## src/rtl/dump_sequencer.sv

```systemverilog
// Streams PC, cycle count, register bank and data memory out over a byte UART, MSB first.
// Optional trailing XOR checksum byte when DUMP_CHECKSUM_EN is defined.
module dump_sequencer #(
  parameter int NB_DATA = 32,
  parameter int N_REGS  = 32,
  parameter int N_MEM   = 128
) (
  input  logic               i_clock,
  input  logic               i_reset,
  input  logic               i_start,
  input  logic [NB_DATA-1:0] i_pc,
  input  logic [NB_DATA-1:0] i_cycles,
  input  logic [NB_DATA-1:0] i_reg_data,
  input  logic [NB_DATA-1:0] i_mem_data,
  input  logic               i_tx_done,
  output logic               o_tx_start,
  output logic [7:0]         o_tx_data,
  output logic [4:0]         o_reg_addr,
  output logic               o_reg_rd,
  output logic [6:0]         o_mem_addr,
  output logic               o_mem_rd,
  output logic               o_busy,
  output logic               o_done
);

  localparam int N_WORDS  = 2 + N_REGS + N_MEM;
  localparam int LAST_IDX = N_WORDS - 1;
  localparam int IDX_W    = $clog2(N_WORDS);
  localparam int NB_BYTES = NB_DATA / 8;
  localparam int BYTE_W   = (NB_BYTES > 1) ? $clog2(NB_BYTES) : 1;
  localparam int REG_BASE = 2;
  localparam int MEM_BASE = 2 + N_REGS;

  typedef enum logic [2:0] {
    S_IDLE,
    S_READ,
    S_CAPTURE,
    S_SEND,
    S_WAIT_TX,
    S_FINISH
  } state_t;

  state_t state_reg, state_next;

  logic [IDX_W-1:0]   index_reg;
  logic [BYTE_W-1:0]  byte_reg;
  logic [NB_DATA-1:0] shift_reg;
  logic [NB_DATA-1:0] pc_snap_reg;
  logic [NB_DATA-1:0] cyc_snap_reg;
  logic [NB_DATA-1:0] word_sel;
  logic               is_reg;
  logic               is_mem;
  logic               last_word;
  logic               last_byte;

`ifdef DUMP_CHECKSUM_EN
  logic [7:0] csum_reg;
  logic       csum_phase_reg;
`endif

  assign is_reg    = (index_reg >= IDX_W'(REG_BASE)) && (index_reg < IDX_W'(MEM_BASE));
  assign is_mem    = (index_reg >= IDX_W'(MEM_BASE));
  assign last_word = (index_reg == IDX_W'(LAST_IDX));
  assign last_byte = (byte_reg == BYTE_W'(NB_BYTES - 1));

  // Read data arrives the cycle after the strobe, i.e. while in CAPTURE.
  always_comb begin
    word_sel = i_mem_data;
    if (index_reg == IDX_W'(0)) begin
      word_sel = pc_snap_reg;
    end else if (index_reg == IDX_W'(1)) begin
      word_sel = cyc_snap_reg;
    end else if (is_reg) begin
      word_sel = i_reg_data;
    end
  end

  always_ff @(posedge i_clock or posedge i_reset) begin
    if (i_reset) begin
      state_reg <= S_IDLE;
    end else begin
      state_reg <= state_next;
    end
  end

  always_comb begin
    state_next = state_reg;
    case (state_reg)
      S_IDLE:    if (i_start) state_next = S_READ;
      S_READ:    state_next = S_CAPTURE;
      S_CAPTURE: state_next = S_SEND;
      S_SEND:    state_next = S_WAIT_TX;
      S_WAIT_TX: begin
        if (i_tx_done) begin
`ifdef DUMP_CHECKSUM_EN
          if (csum_phase_reg)  state_next = S_FINISH;
          else if (!last_byte) state_next = S_SEND;
          else if (!last_word) state_next = S_READ;
          else                 state_next = S_SEND;
`else
          if (!last_byte)      state_next = S_SEND;
          else if (!last_word) state_next = S_READ;
          else                 state_next = S_FINISH;
`endif
        end
      end
      S_FINISH:  state_next = S_IDLE;
      default:   state_next = S_IDLE;
    endcase
  end

  always_comb begin
    o_tx_start = (state_reg == S_SEND);
    o_tx_data  = shift_reg[NB_DATA-1 -: 8];
    o_reg_rd   = (state_reg == S_READ) && is_reg;
    o_mem_rd   = (state_reg == S_READ) && is_mem;
    o_reg_addr = '0;
    o_mem_addr = '0;
    if (o_reg_rd) o_reg_addr = 5'(index_reg - IDX_W'(REG_BASE));
    if (o_mem_rd) o_mem_addr = 7'(index_reg - IDX_W'(MEM_BASE));
    o_busy     = (state_reg != S_IDLE);
    o_done     = (state_reg == S_FINISH);
  end

  always_ff @(posedge i_clock or posedge i_reset) begin
    if (i_reset) begin
      index_reg      <= '0;
      byte_reg       <= '0;
      shift_reg      <= '0;
      pc_snap_reg    <= '0;
      cyc_snap_reg   <= '0;
`ifdef DUMP_CHECKSUM_EN
      csum_reg       <= '0;
      csum_phase_reg <= 1'b0;
`endif
    end else begin
      case (state_reg)
        S_IDLE: begin
          if (i_start) begin
            pc_snap_reg    <= i_pc;
            cyc_snap_reg   <= i_cycles;
            index_reg      <= '0;
            byte_reg       <= '0;
`ifdef DUMP_CHECKSUM_EN
            csum_reg       <= '0;
            csum_phase_reg <= 1'b0;
`endif
          end
        end
        S_CAPTURE: shift_reg <= word_sel;
`ifdef DUMP_CHECKSUM_EN
        S_SEND: begin
          if (!csum_phase_reg) csum_reg <= csum_reg ^ shift_reg[NB_DATA-1 -: 8];
        end
`endif
        S_WAIT_TX: begin
`ifdef DUMP_CHECKSUM_EN
          if (i_tx_done && !csum_phase_reg) begin
`else
          if (i_tx_done) begin
`endif
            if (!last_byte) begin
              byte_reg  <= byte_reg + BYTE_W'(1);
              shift_reg <= {shift_reg[NB_DATA-9:0], 8'h00};
            end else begin
              byte_reg <= '0;
              // Terminal index is held rather than wrapped.
              if (!last_word) begin
                index_reg <= index_reg + IDX_W'(1);
              end
`ifdef DUMP_CHECKSUM_EN
              else begin
                csum_phase_reg <= 1'b1;
                shift_reg      <= {csum_reg, {(NB_DATA-8){1'b0}}};
              end
`endif
            end
          end
        end
        default: ;
      endcase
    end
  end

endmodule

```

## config.mk

```make
export PLATFORM = sky130hd
export DESIGN_NAME = dump_sequencer
export DESIGN_NICKNAME = d
export VERILOG_FILES = /design/src/rtl/dump_sequencer.sv
export SDC_FILE = /design/constraint.sdc
export NUM_CORES = 1
export LEC_CHECK = 0
export BUFFER_PORTS_ARGS = -buffer_cell sky130_fd_sc_hd__buf_4
export CORE_UTILIZATION = 40
export CTS_CLUSTER_DIAMETER = 200
export DETAILED_ROUTE_END_ITERATION = 10
export RECOVER_POWER = 25
export SYNTH_ARGS = -nofsm -noshare
export SYNTH_HDL_FRONTEND = slang
export SYNTH_SLANG_ARGS = --single-unit
```

## constraint.sdc

```tcl
create_clock -name i_clock -period 3.5 [get_ports i_clock]
set_input_delay 0.175 -clock i_clock [delete_from_list [all_inputs] [get_ports i_clock]]
set_output_delay 0.175 -clock i_clock [all_outputs]
set_load 0.03 [all_outputs]
```

# After elaboration in Yosys (flattened, before gate mapping)
# Cells that the tools add are included.
# op_classes
add_sub_neg	4
multipliers	0
n_div	0
n_lt_le_gt_ge	3
eq_ne	13
n_shift	0
muxes	22
bitwise_logic	0
n_reduce_logical	13
# op_table
op	count
32-bit two-way mux	5
32-bit case mux with 2 select lines	1
8-bit two-way mux	4
8-bit case mux with 2 select lines	1
3-bit case mux with 5 select lines	1
3-bit two-way mux	4
2-bit inequality test (second input constant)	5
8-bit by 1-bit adder with 8-bit output (second input constant)	1
8-bit by 1-bit == test with 1-bit output (second input constant)	1
8-bit == test (second input constant)	1
8-bit by 2-bit greater-or-equal comparator with 1-bit output (second input constant)	1
8-bit by 6-bit greater-or-equal comparator with 1-bit output (second input constant)	1
8-bit zero test	1
8-bit by 6-bit < comparator with 1-bit output (second input constant)	1
7-bit two-way mux	1
7-bit by 6-bit subtractor with 7-bit output (second input constant)	1
3-bit by 2-bit == test with 1-bit output (second input constant)	2
3-bit == test (second input constant)	2
2-bit two-way mux	3
3-bit AND reduction	2
5-bit two-way mux	1
5-bit AND reduction	1
5-bit by 2-bit subtractor with 5-bit output (second input constant)	1
2-bit case mux with 2 select lines	1
other kinds (8)	12
# totals
register_bits	109
latch_bits	0
ram_bits	0
mem_bits_ro	0
input_bits	132
out_inout_bits	25
memories	0

# Depth between registers and ports, before layout
# Gate-level depths: netlist of run 1.
# depth
depth_word	6
ltp_mapped	9
ltp_nobuf	7

# Worst setup path before layout of run 1
# No wires, ideal clock.
# synth_timing
kind	register -> output
start	register index_reg[3]
end	output o_reg_addr[1]
arrival_time_ns	2.195
required_time_ns	3.325
path_slack_ns	1.130
stages_incl_launch_ff	7
n_path_buf	2
cell_sequence	dfrtp_1 > buf_6 > or4_4 > a21o_1 > or3_1 > buf_2 > nor2_1
# synth_via
elab_chain_cells	4
word_cells_on_any_way	5
classes_between	order compare: 2; mux: 1; reduce/logical: 2
# synth_lines
element	line_no	text
start: declaration	45	logic [IDX_W-1:0] index_reg;
start signal: assignment	169	index_reg <= index_reg + IDX_W'(1);
8-bit by 2-bit greater-or-equal comparator with 1-bit output / 8-bit by 6-bit < comparator with 1-bit output (equally long branches)	61	assign is_reg = (index_reg >= IDX_W'(REG_BASE)) && (index_reg < IDX_W'(MEM_BASE));
1-bit logical AND *	61	
1-bit logical AND *	115	o_reg_rd = (state_reg == S_READ) && is_reg;
5-bit two-way mux *	119	if (o_reg_rd) o_reg_addr = 5'(index_reg - IDX_W'(REG_BASE));
end: declaration	18	output logic [4:0] o_reg_addr,
# Mark *: on every way between the ends. The rest lies on a longest branch, timed or not.

# Final worst setup path of run 1
# layout_timing
start	register index_reg[3]
end	output o_reg_addr[4]
# layout_via
elab_chain_cells	4
word_cells_on_any_way	6
classes_between	add/sub: 1; order compare: 2; mux: 1; reduce/logical: 2
# layout_lines
element	line_no
8-bit by 2-bit greater-or-equal comparator with 1-bit output / 8-bit by 6-bit < comparator with 1-bit output (equally long branches)	61
1-bit logical AND	61
1-bit logical AND	115
5-bit two-way mux *	119
# Marks and branches as above.

==> summary.md, run 1 <==
| Metric | Value |
|---|---|
| Leading area contributor after synthesis | dfrtp_1 |
| DP Wirelength | 14.3 mm |
| Final setup fails | 0 |
| Antenna-violating nets left | 0 |
| Min-delay worst type | input port to register |
| DR vias/cell | 5.75 |
| Post-synthesis cell area | 0.00670 sq mm |
| Num CTS Buffers | 9 |
| P_leak | 3.52 nW |
| Initial antenna violation count | 0 |
| Starting DRC count in detailed routing | 555 |
| DP Worst Slack | 0.955 ns |
| Cell Pwr Density | 755 mW/mm^2 |
| Final hold vios | 0 |
| CTS tree | built |
| Post-Syn Nets | 871 |
| Slew headroom | -0.782 |
| # IOs | 157 |
| Num rows | 46 |
| Status | complete, but fails checks |
| Count leader, synth | nor2_1 |
| Primary FF master, synth | dfrtp_1 |
| First-pass GRT wire length | 31.8 mm |
| Initial Utilization | 0.416 |
| Synth warnings | 0 |
| Achievable frequency | 0.341 GHz |
| Fillers | 1510 |
| Worst Path Required | 3.32 ns |
| CTS root buf | clkbuf_16 |
| Clock transition at path regs | 0.07 ns |
| Post-CTS Repair Setup Buffers | 0 |
| Port buffer count | 156 |
| Vias in the first global route | 5900 |
| Seq/Total Area, Yosys | 0.407 |
| Drt total wl | 19.7 mm |
| Remaining DRCs | 0 |
| Mapped Cells | 731 |
| Crit path time final | 2.93 ns |
| Pin count of the biggest net entering global routing | 61 |
| Total track usage | 0.229 |
| Area fraction of the dominant cell type after synthesis | 0.407 |
| Clock Tree Buf Depth | 2 |
| Reg2reg setup slack | 1.01 ns |
| Post-CTS sizing | 0 |
| Horiz. Die Dim | 131 microns |
| Failing checks | capacitance limit, slew limit |
| Max-cap viol count | 1 |
| ANT cells | 0 |
| Sum of negative setup slack | 0 ns |
| Yosys cell types | 49 |
| First-pass iteration count of the detailed router | 5 |
| CP Max Fanout | 29 |
| Mapped Avg Cell Area | 9.17 sq um |
| List of most frequent post-synthesis cells | nor2_1, dfrtp_1, mux2_2, o21ai_0, o21a_1 |
| Worst VDD drop | 347 uV |
| Slew Limit Fails | 61 |
| EDFF count, synth | 0 |
| Die ar. | 0.0173 sq mm |
| Startpoint Class | register |
| Crit path capture type | output port |
| Die height | 131 microns |
| Htree depth | 3 |
| Clock Latency Late Sink | 0.35 ns |
| Clock skew | 0.00954 ns |
| CTS sink cnt | 109 |
| P&R area growth vs syn | 22.2% |
| Worst Setup Slack, final | 0.571 ns |
| Area of the core | 0.0161 sq mm |
| Hold buffer count at cts | 0 |
| DR vias | 6103 |
| Crit Path Category | register to output port |
| Gr ovfl total | 0 |
| Gpl congestion | 0.911 |
| Ratio of cells with drive above 1 in the final layout | 0.312 |
| Layout Utilization | 0.508 |
| Unrepaired setup endpoints after global routing | no |
| #FFs+latches synth | 109 |
| Critical Path AT | 2.75 ns |
| Final worst-path cycle share | 0.837 |
| Layout Nets | 983 |
| Top post-synthesis cells by area | dfrtp_1, mux2_2, nor2_1 |
| Least-Margin Pin Slew | 2.66 ns |
| WL/cell | 18.5 microns |
| Async S/R FF share, synth | 1.00 |
==> logic make-up (layout without fill, tap and decap cells) <==
| family | count (synthesis) | after routing | share of synthesized area |
|---|---|---|---|
| adder cells (fa/ha/maj) | 8 | 8 | 0.0149 |
| multiplexers | 88 | 88 | 0.143 |
| XOR/XNOR | 8 | 8 | 0.0105 |
| buffers and inverters | 81 | 195 | 0.0581 |
| AND/OR/NAND/NOR | 225 | 225 | 0.150 |
| AO/OA/AOI/OAI | 212 | 212 | 0.216 |
| flip-flops | 109 | 109 | 0.407 |
==> cells in the final DEF (no fill, tap or decap), drive strengths merged, types with 2 or more instances in the layout <==
| cell type | Yosys | final |
|---|---|---|
| nor3 | 28 | 28 |
| a21oi | 28 | 28 |
| clkinvlp | 0 | 3 |
| or3 | 6 | 6 |
| inv | 10 | 10 |
| nand3 | 5 | 5 |
| ha | 8 | 8 |
| dfrtp | 109 | 109 |
| a221oi | 24 | 24 |
| and3 | 2 | 2 |
| xor2 | 2 | 2 |
| clkbuf | 33 | 12 |
| a22oi | 8 | 8 |
| buf | 38 | 170 |
| nor2 | 151 | 151 |
| o21a | 48 | 48 |
| nand4 | 4 | 4 |
| nand2 | 15 | 15 |
| o21ai | 61 | 61 |
| mux2i | 24 | 24 |
| o2111ai | 24 | 24 |
| o221ai | 8 | 8 |
| nand2b | 3 | 3 |
| a21o | 3 | 3 |
| mux2 | 64 | 64 |
| nor3b | 4 | 4 |
| xnor2 | 6 | 6 |
==> through the flow <==
stage	area [sq um]	cells	hold slack, ns	total power [W]
floorplan	6700	731	0.327	0.00436
global placement	7930	1048	0.370	0.00518
detailed placement	7930	1048	0.372	0.00525
CTS	8190	1061	0.00853	0.00619
global route	8190	1061	0.0502	0.00661
finish	8190	1061	0.0566	0.00619
==> final timing paths <==
kind / start / cells past startpoint / endpoint
worst max-delay path: index_reg[3] / 5 / o_reg_addr[4]
worst min-delay path: i_cycles[0] / 2 / cyc_snap_reg[0]
worst max register to register: index_reg[6] / 6 / shift_reg[24]
worst min register to register: byte_reg[0] / 1 / byte_reg[0]
max in group asynchronous: i_reset / 3 / shift_reg[10]
min in group asynchronous: i_reset / 2 / cyc_snap_reg[21]
==> report_power, final <==
part	internal, W	switching (W)
clock	0.000493	0.000447
sequential	0.00187	0.000399
combinational	0.00132	0.00166
==> layout make-up <==
type	count	area, sq um	share of cell area
clock buffer	10	239	0.0292
tap	216	270	0.0330
timing repair buffer	172	1290	0.157
clock inverter	3	23.8	0.00290
sequential	109	2730	0.333
multi-input combinational	541	3600	0.440
inverter	10	38.8	0.00474
==> worst max-delay path: stages (launching register included) <==
cell,delay [ns]
dfrtp_1,0.54
or4_4,0.78
a21o_1,0.27
or3_1,0.51
nor2_2,0.15
buf_4,0.16
==> routing by layer <==
layer,part of all wire,GRT usage,vias to the layer above
met5,0,0,-
met4,0.0081,0.0510,0
met3,0.077,0.0413,17
met2,0.45,0.348,249
met1,0.47,0.337,2982
li1,-,-,2855
Power figures use the tool's default switching activity.
==> run 2: changes to the inputs <==
ABC_AREA = 1   (was default)
PLACE_DENSITY = 0.65   (was default)
clock period = 2.43 ns   (was 3.5 ns; I/O delays follow)
==> summary.md, run 2 <==
| Metric | Value |
|---|---|
| Post-Syn Nets | 996 (+14%) |
| Die height | 126 microns (-4.4%) |
| Clock transition at path regs | 0.08 ns (about the same) |
| Critical Path AT | 2.13 ns (-0.62 ns) |
| DR vias/cell | 4.95 (-14%) |
| XOR/XNOR Fraction of Synth Area | 0.0100 (-0.000439) |
| Area of the core | 0.0148 sq mm (-8.4%) |
| Ratio of cells with drive above 1 in the final layout | 0.199 (-0.113) |
| Worst VDD drop | 702 uV (+100%) |
| Status | finished, final reports clean |
| CTS root buf | clkbuf_16 |
| Most common cell after layout, fill and taps aside | nand2_1 |
| DR vias | 5916 (-3.1%) |
| DP Wirelength | 12.3 mm (-14%) |
| Remaining DRCs | 0 (unchanged) |
| Final worst-path cycle share | 0.927 |
| Worst Setup Slack, final | 0.178 ns (-0.393 ns) |
| Crit path time final | 2.25 ns |
| CTS sink cnt | 109 (unchanged) |
| Met2 GRT Util | 0.351 (+0.00298) |
| Num rows | 44 (-4.3%) |
| Drt total wl | 17.1 mm (-13%) |
| Achievable frequency | 0.444 GHz |
| First-pass iteration count of the detailed router | 5 (unchanged) |
| DP Worst Slack | 0.294 ns (-0.661 ns) |
| Seq pwr share | 0.336 (-0.030) |
| Internal | 0.00500 W (+36%) |
| Met1 Use GR | 0.316 (-0.0210) |
| Initial Utilization | 0.415 (-0.000974) |
| Clk pwr share | 0.164 (+0.012) |
| Fillers | 1460 (-3.3%) |
| Commonest non-fill, non-tap cells in the layout | nand2_1, buf_4, a21oi_1, dfrtp_1, inv_1 |
| Max-cap viol count | 0 (-1) |
| Cell Pwr Density | 1140 mW/mm^2 (+51%) |
| Port buffer count | 156 (unchanged) |
| Combinational family with the most area after synthesis | simple AND/OR/NAND/NOR gates |
| Slew Limit Fails | 0 (-100%) |
| Synth warnings | 0 (unchanged) |
| Layout Utilization | 0.537 (+0.0288) |
| Area share of and/or/nand/nor cells after synthesis | 0.263 (+0.113) |
| List of most frequent post-synthesis cells | nand2_1, a21oi_1, dfrtp_1, inv_1, nand3_1 |
| Startpoint Class | register |
| Comb pwr share | 0.500 (+0.018) |
| Total track usage | 0.224 (-0.00506) |
| Final setup fails | 0 (unchanged) |
| Final instance area | 0.00792 sq mm (-3.3%) |
| WL/cell | 14.3 microns (-23%) |
| Initial antenna violation count | 0 (unchanged) |
| Gpl congestion | 0.830 (-9.0%) |
| Total power | 0.00907 W (+47%) |
| First-pass GRT wire length | 27.9 mm (-12%) |
| ANT cells | 0 (unchanged) |
| Antenna-violating nets left | 0 (unchanged) |
| EDFF count, synth | 0 (unchanged) |
| Final hold vios | 0 (unchanged) |
| #FFs+latches synth | 109 (unchanged) |
| Primary FF master, synth | dfrtp_1 |
| Min-delay worst type | input port to register |
| Sw frac | 0.448 (+0.0432) |
| Layout Nets | 1145 (+16%) |
| Busiest grt layer | met2 |
| Die ar. | 0.0158 sq mm (-8.5%) |
| Clock Latency Late Sink | 0.36 ns (about the same) |
| Post-DP Area | 0.00742 sq mm (-6.5%) |
| Mux contribution to synthesized area | 0 (-0.143) |
| CP Max Fanout | 25 (-14%) |
| Mapped Cells | 856 (+17%) |
| P_leak | 4.32 nW (+23%) |
| Least-Margin Pin Slew | 0.920 ns (-1.74 ns) |
| CTS tree | built |
| Pin count of the biggest net entering global routing | 99 (+62%) |
| Met3 global-route usage | 0.0442 (+0.00290) |
| Clock skew | 0.0109 ns (+0.00139 ns) |
| Mapped Avg Cell Area | 7.15 sq um (-22%) |
| Yosys cell types | 29 (-41%) |
| Num CTS Buffers | 9 (unchanged) |
| Async S/R FF share, synth | 1.00 (unchanged) |
| Count leader, synth | nand2_1 |
| Worst Path Required | 2.31 ns (-1.01 ns) |
| P&R area growth vs syn | 29.4% |
| Leading area contributor after synthesis | dfrtp_1 |
| Post-synthesis cell area | 0.00612 sq mm (-8.7%) |
| Crit Path Category | register to output port |
| Starting DRC count in detailed routing | 395 (-29%) |
| Crit path capture type | output port |
| Horiz. Die Dim | 126 microns (-4.4%) |
| Vias in the first global route | 5443 (-7.7%) |
| Unrepaired setup endpoints after global routing | no |
| Net Sw Power | 0.00407 W (+62%) |
| Adder-Cell Fraction of Synth Area | 0.0163 (+0.00142) |
| Synth Area in Compound Gates | 0.148 (-0.0686) |
| Htree depth | 3 (unchanged) |
| # IOs | 157 (unchanged) |
| Seq/Total Area, Yosys | 0.446 (+0.0386) |
| Worst hold margin | 0.00230 ns (-0.0543 ns) |
| Top post-synthesis cells by area | dfrtp_1, nand2_1, a21oi_1 |
| Slew headroom | 0.387 (+1.17) |
| Gr ovfl total | 0 (unchanged) |
| Clock Tree Buf Depth | 2 (unchanged) |
| Area fraction of the dominant cell type after synthesis | 0.446 (+0.0386) |
-- run 2: changes by cell type after synthesis, sizes merged, moves of 64 or more --
cell   change
a21oi    +119
mux2      -64
nand2    +184
nand3     +85
nor2      -65
inv      +102
-- run 2: cells by family after synthesis --
family / count (synthesis)
xor gates and xnor gates: 7
adders and majority gates: 8
buffers and inverters: 171
AOI/OAI and AO/OA: 176
DFF: 109
and+or+nand+nor: 385
-- run 2: power groups by stage --
stage,registers [W],logic [W],clock network [W]
floorplan,0.00296,0.00346,0
global placement,0.00305,0.00452,0
detailed placement,0.00307,0.00459,0
CTS,0.00304,0.00464,0.00152
global route,0.00315,0.00520,0.00157
finish,0.00305,0.00453,0.00149
-- run 2: layout make-up --
class	instances	area, sq um	area share
flip-flops and latches	109	2730	0.345
multi-input cells	576	2690	0.339
repair buffers	197	1540	0.195
inverters	112	424	0.0535
clock buffers	11	253	0.0319
well taps	184	230	0.0291
clock inverters	5	52.6	0.00663
-- run 2: routing by layer --
metal  part of all wire  routed length, microns
met5                  0                       0
met4              0.018                     299
met3              0.055                     933
met2               0.46                    7810
met1               0.47                    8030
-- run 2: metrics by stage --
step,std cells,TNS [ns]
final,1194,0
after global routing,1194,0
after CTS,1194,0
after detailed placement,1155,0
after global placement,1155,0
after floorplan,856,-0.0270
-- run 2: final timing paths --
kind / start / to / slack [ns] / cells past startpoint
setup / recovery: index_reg[3] / o_mem_addr[1] / 0.18 / 8
hold reg to reg: cyc_snap_reg[14] / cyc_snap_reg[14] / 0.47 / 2
max in group asynchronous: i_reset / index_reg[0] / 0.55 / 4
min in group asynchronous: i_reset / shift_reg[20] / 0.43 / 3
setup reg to reg: state_reg[1] / pc_snap_reg[22] / 0.27 / 12
hold / removal: i_pc[9] / pc_snap_reg[9] / 0.002 / 3
-- run 2: repair_timing --
item	4_1_cts	5_1_grt
resized for setup	1	7
gates cloned	0	0
setup endpoints to repair	5	12
hold endpoints to repair	37	0
hold buffers	23	0
buffers inserted	0	0
-- run 2: worst max-delay path, cell delays in order (launching register included) --
cell,delay [ns]
dfrtp_2,0.46
nor2_2,0.18
nand2_2,0.13
a21oi_4,0.14
buf_4,0.29
a21oi_1,0.13
inv_1,0.21
nor2_1,0.07
buf_4,0.17
==> run 3: changes to the inputs <==
PLACE_DENSITY = 0.68   (was 0.65)
==> summary.md, run 3 (synthesis gave the netlist of run 2 again) <==
| Metric | Value |
|---|---|
| Cell Pwr Density | 1170 mW/mm^2 (+1.8%) |
| WL/cell | 14.9 microns (+4.3%) |
| Slew headroom | -0.0157 (-0.403) |
| Post-Layout Cell Count | 1190 (-0.34%) |
| Layout Nets | 1141 (-0.35%) |
| Worst Path Required | 2.31 ns (about the same) |
| Final hold vios | 0 (unchanged) |
| Die height | 126 microns (unchanged) |
| Status | complete, but fails checks |
| Final worst-path cycle share | 0.942 (+0.0158) |
| Reg2reg setup slack | 0.27 ns (about the same) |
| Worst VDD drop | 642 uV (-8.4%) |
| Horiz. Die Dim | 126 microns (unchanged) |
| Sw frac | 0.448 (about the same) |
| Clock Tree Buf Depth | 2 (unchanged) |
| Seq pwr share | 0.331 (-0.005) |
| Num CTS Buffers | 9 (unchanged) |
| Starting DRC count in detailed routing | 462 (+17%) |
| Htree depth | 3 (unchanged) |
| Achievable frequency | 0.437 GHz (-1.7%) |
| Least-Margin Pin Slew | 1.52 ns (+0.604 ns) |
| # IOs | 157 (unchanged) |
| Total placed cells including tap cells | 1154 (-0.087%) |
| Drt total wl | 17.8 mm (+4.0%) |
| Crit path time final | 2.29 ns (+0.0383 ns) |
| Gpl congestion | 0.880 (+6.1%) |
| CP Max Fanout | 29 (+16%) |
| Ratio of cells with drive above 1 in the final layout | 0.205 (+0.00576) |
| Failing checks | capacitance limit, slew limit |
| Final instance area | 0.00791 sq mm (-0.14%) |
| Comb pwr share | 0.502 (+0.002) |
| Remaining DRCs | 0 (unchanged) |
| Initial Utilization | 0.415 (unchanged) |
| DR vias/cell | 5.07 (+2.4%) |
| Initial antenna violation count | 0 (unchanged) |
| Pin count of the biggest net entering global routing | 110 (+11%) |
| Min-delay worst type | input port to register |
| Crit Path Category | register to output port |
| Clock transition at path regs | 0.08 ns (about the same) |
| P&R area growth vs syn | 29.2% |
| CTS sink cnt | 109 (unchanged) |
| Port buffer count | 156 (unchanged) |
| Post-DP Area | 0.00741 sq mm (-0.10%) |
| Crit path capture type | output port |
| Die ar. | 0.0158 sq mm (unchanged) |
| CTS root buf | clkbuf_16 |
| Unrepaired setup endpoints after global routing | no |
| P_leak | 4.33 nW (about the same) |
| Commonest non-fill, non-tap cells in the layout | nand2_1, buf_4, a21oi_1, inv_1, dfrtp_1 |
| Max-cap viol count | 1 (+1) |
| Antenna-violating nets left | 0 (unchanged) |
| Area of the core | 0.0148 sq mm (unchanged) |
| DR vias | 6038 (+2.1%) |
| Final setup fails | 0 (unchanged) |
| First-pass iteration count of the detailed router | 7 (+2) |
| Clock Latency Late Sink | 0.36 ns (about the same) |
| Gr ovfl total | 0 (unchanged) |
| Vias in the first global route | 5867 (+7.8%) |
| Clk pwr share | 0.167 (+0.003) |
| Total track usage | 0.234 (+0.0101) |
| Startpoint Class | register |
| Clock skew | 0.00903 ns (-0.00189 ns) |
| Num rows | 44 (unchanged) |
| ANT cells | 0 (unchanged) |
| Internal | 0.00509 W (+1.7%) |
| Most common cell after layout, fill and taps aside | nand2_1 |
| Net Sw Power | 0.00414 W (+1.7%) |
| Slew Limit Fails | 110 (+110) |
| First-pass GRT wire length | 29.0 mm (+3.9%) |
| CTS tree | built |
| Critical Path AT | 2.17 ns (+0.04 ns) |
| DP Wirelength | 12.6 mm (+2.0%) |
run 3: area by class of cell:
type / count / area (sq um)
fillers: 1460 / 6840
inverters: 112 / 427
clock buffers: 9 / 225
repair buffers: 193 / 1530
multi-input cells: 576 / 2690
flip-flops and latches: 109 / 2730
well taps: 184 / 230
clock inverters: 7 / 80.1
run 3: path summary, 6_finish.rpt:
kind,from,end,cells past startpoint
max in group asynchronous,i_reset,index_reg[3],4
max reg2reg,state_reg[2],index_reg[2],11
max,index_reg[0],o_reg_addr[3],10
min,i_pc[16],pc_snap_reg[16],3
min reg2reg,cyc_snap_reg[0],cyc_snap_reg[0],2
min in group asynchronous,i_reset,pc_snap_reg[26],4
run 3: per-stage QoR:
stage | setup TNS, ns | hold WS [ns] | utilization | total power (W) | worst slack, ns
final | 0 | 0.00829 | 0.536 | 0.00922 | 0.140
after global routing | 0 | 0.00534 | 0.536 | 0.0100 | 0.00208
after CTS | 0 | 0.000351 | 0.537 | 0.00927 | 0.0601
after detailed placement | 0 | 0.350 | 0.502 | 0.00769 | 0.306
after global placement | 0 | 0.343 | 0.502 | 0.00759 | 0.364
after floorplan | -0.0270 | 0.266 | - | 0.00642 | -0.00541
run 3: power groups by stage:
stage	registers [W]	logic (W)	clock network (W)
3_3_place_gp	0.00306	0.00454	0
4_1_cts	0.00304	0.00466	0.00157
5_1_grt	0.00314	0.00526	0.00165
2_1_floorplan	0.00296	0.00346	0
3_5_place_dp	0.00307	0.00462	0
6_report	0.00305	0.00463	0.00154
run 3: what timing repair did:
action / 4_1_cts / 5_1_grt
setup buffers: 0 / 0
hold endpoints to repair: 128 / 0
hold buffers: 20 / 0
endpoints found under the setup margin: 2 / 5
resized for setup: 1 / 5
run 3: routing by layer:
| metal | vias to the layer above | track usage | routed length [microns] |
|---|---|---|---|
| met5 | - | 0 | 0 |
| met4 | 0 | 0.0940 | 578 |
| met1 | 2780 | 0.306 | 7920 |
| met3 | 42 | 0.0484 | 1010 |
| met2 | 216 | 0.381 | 8250 |
| li1 | 3000 | - | - |
run 3: critical path: stages, from the launching register on:
cell and delay (ns):
dfrtp_2 0.46, inv_1 0.21, ha_1 0.19, nor2_1 0.05
nand2_1 0.07, nand2_1 0.10, buf_8 0.19, nor2_1 0.13
inv_1 0.11, nor2_1 0.11, buf_4 0.17
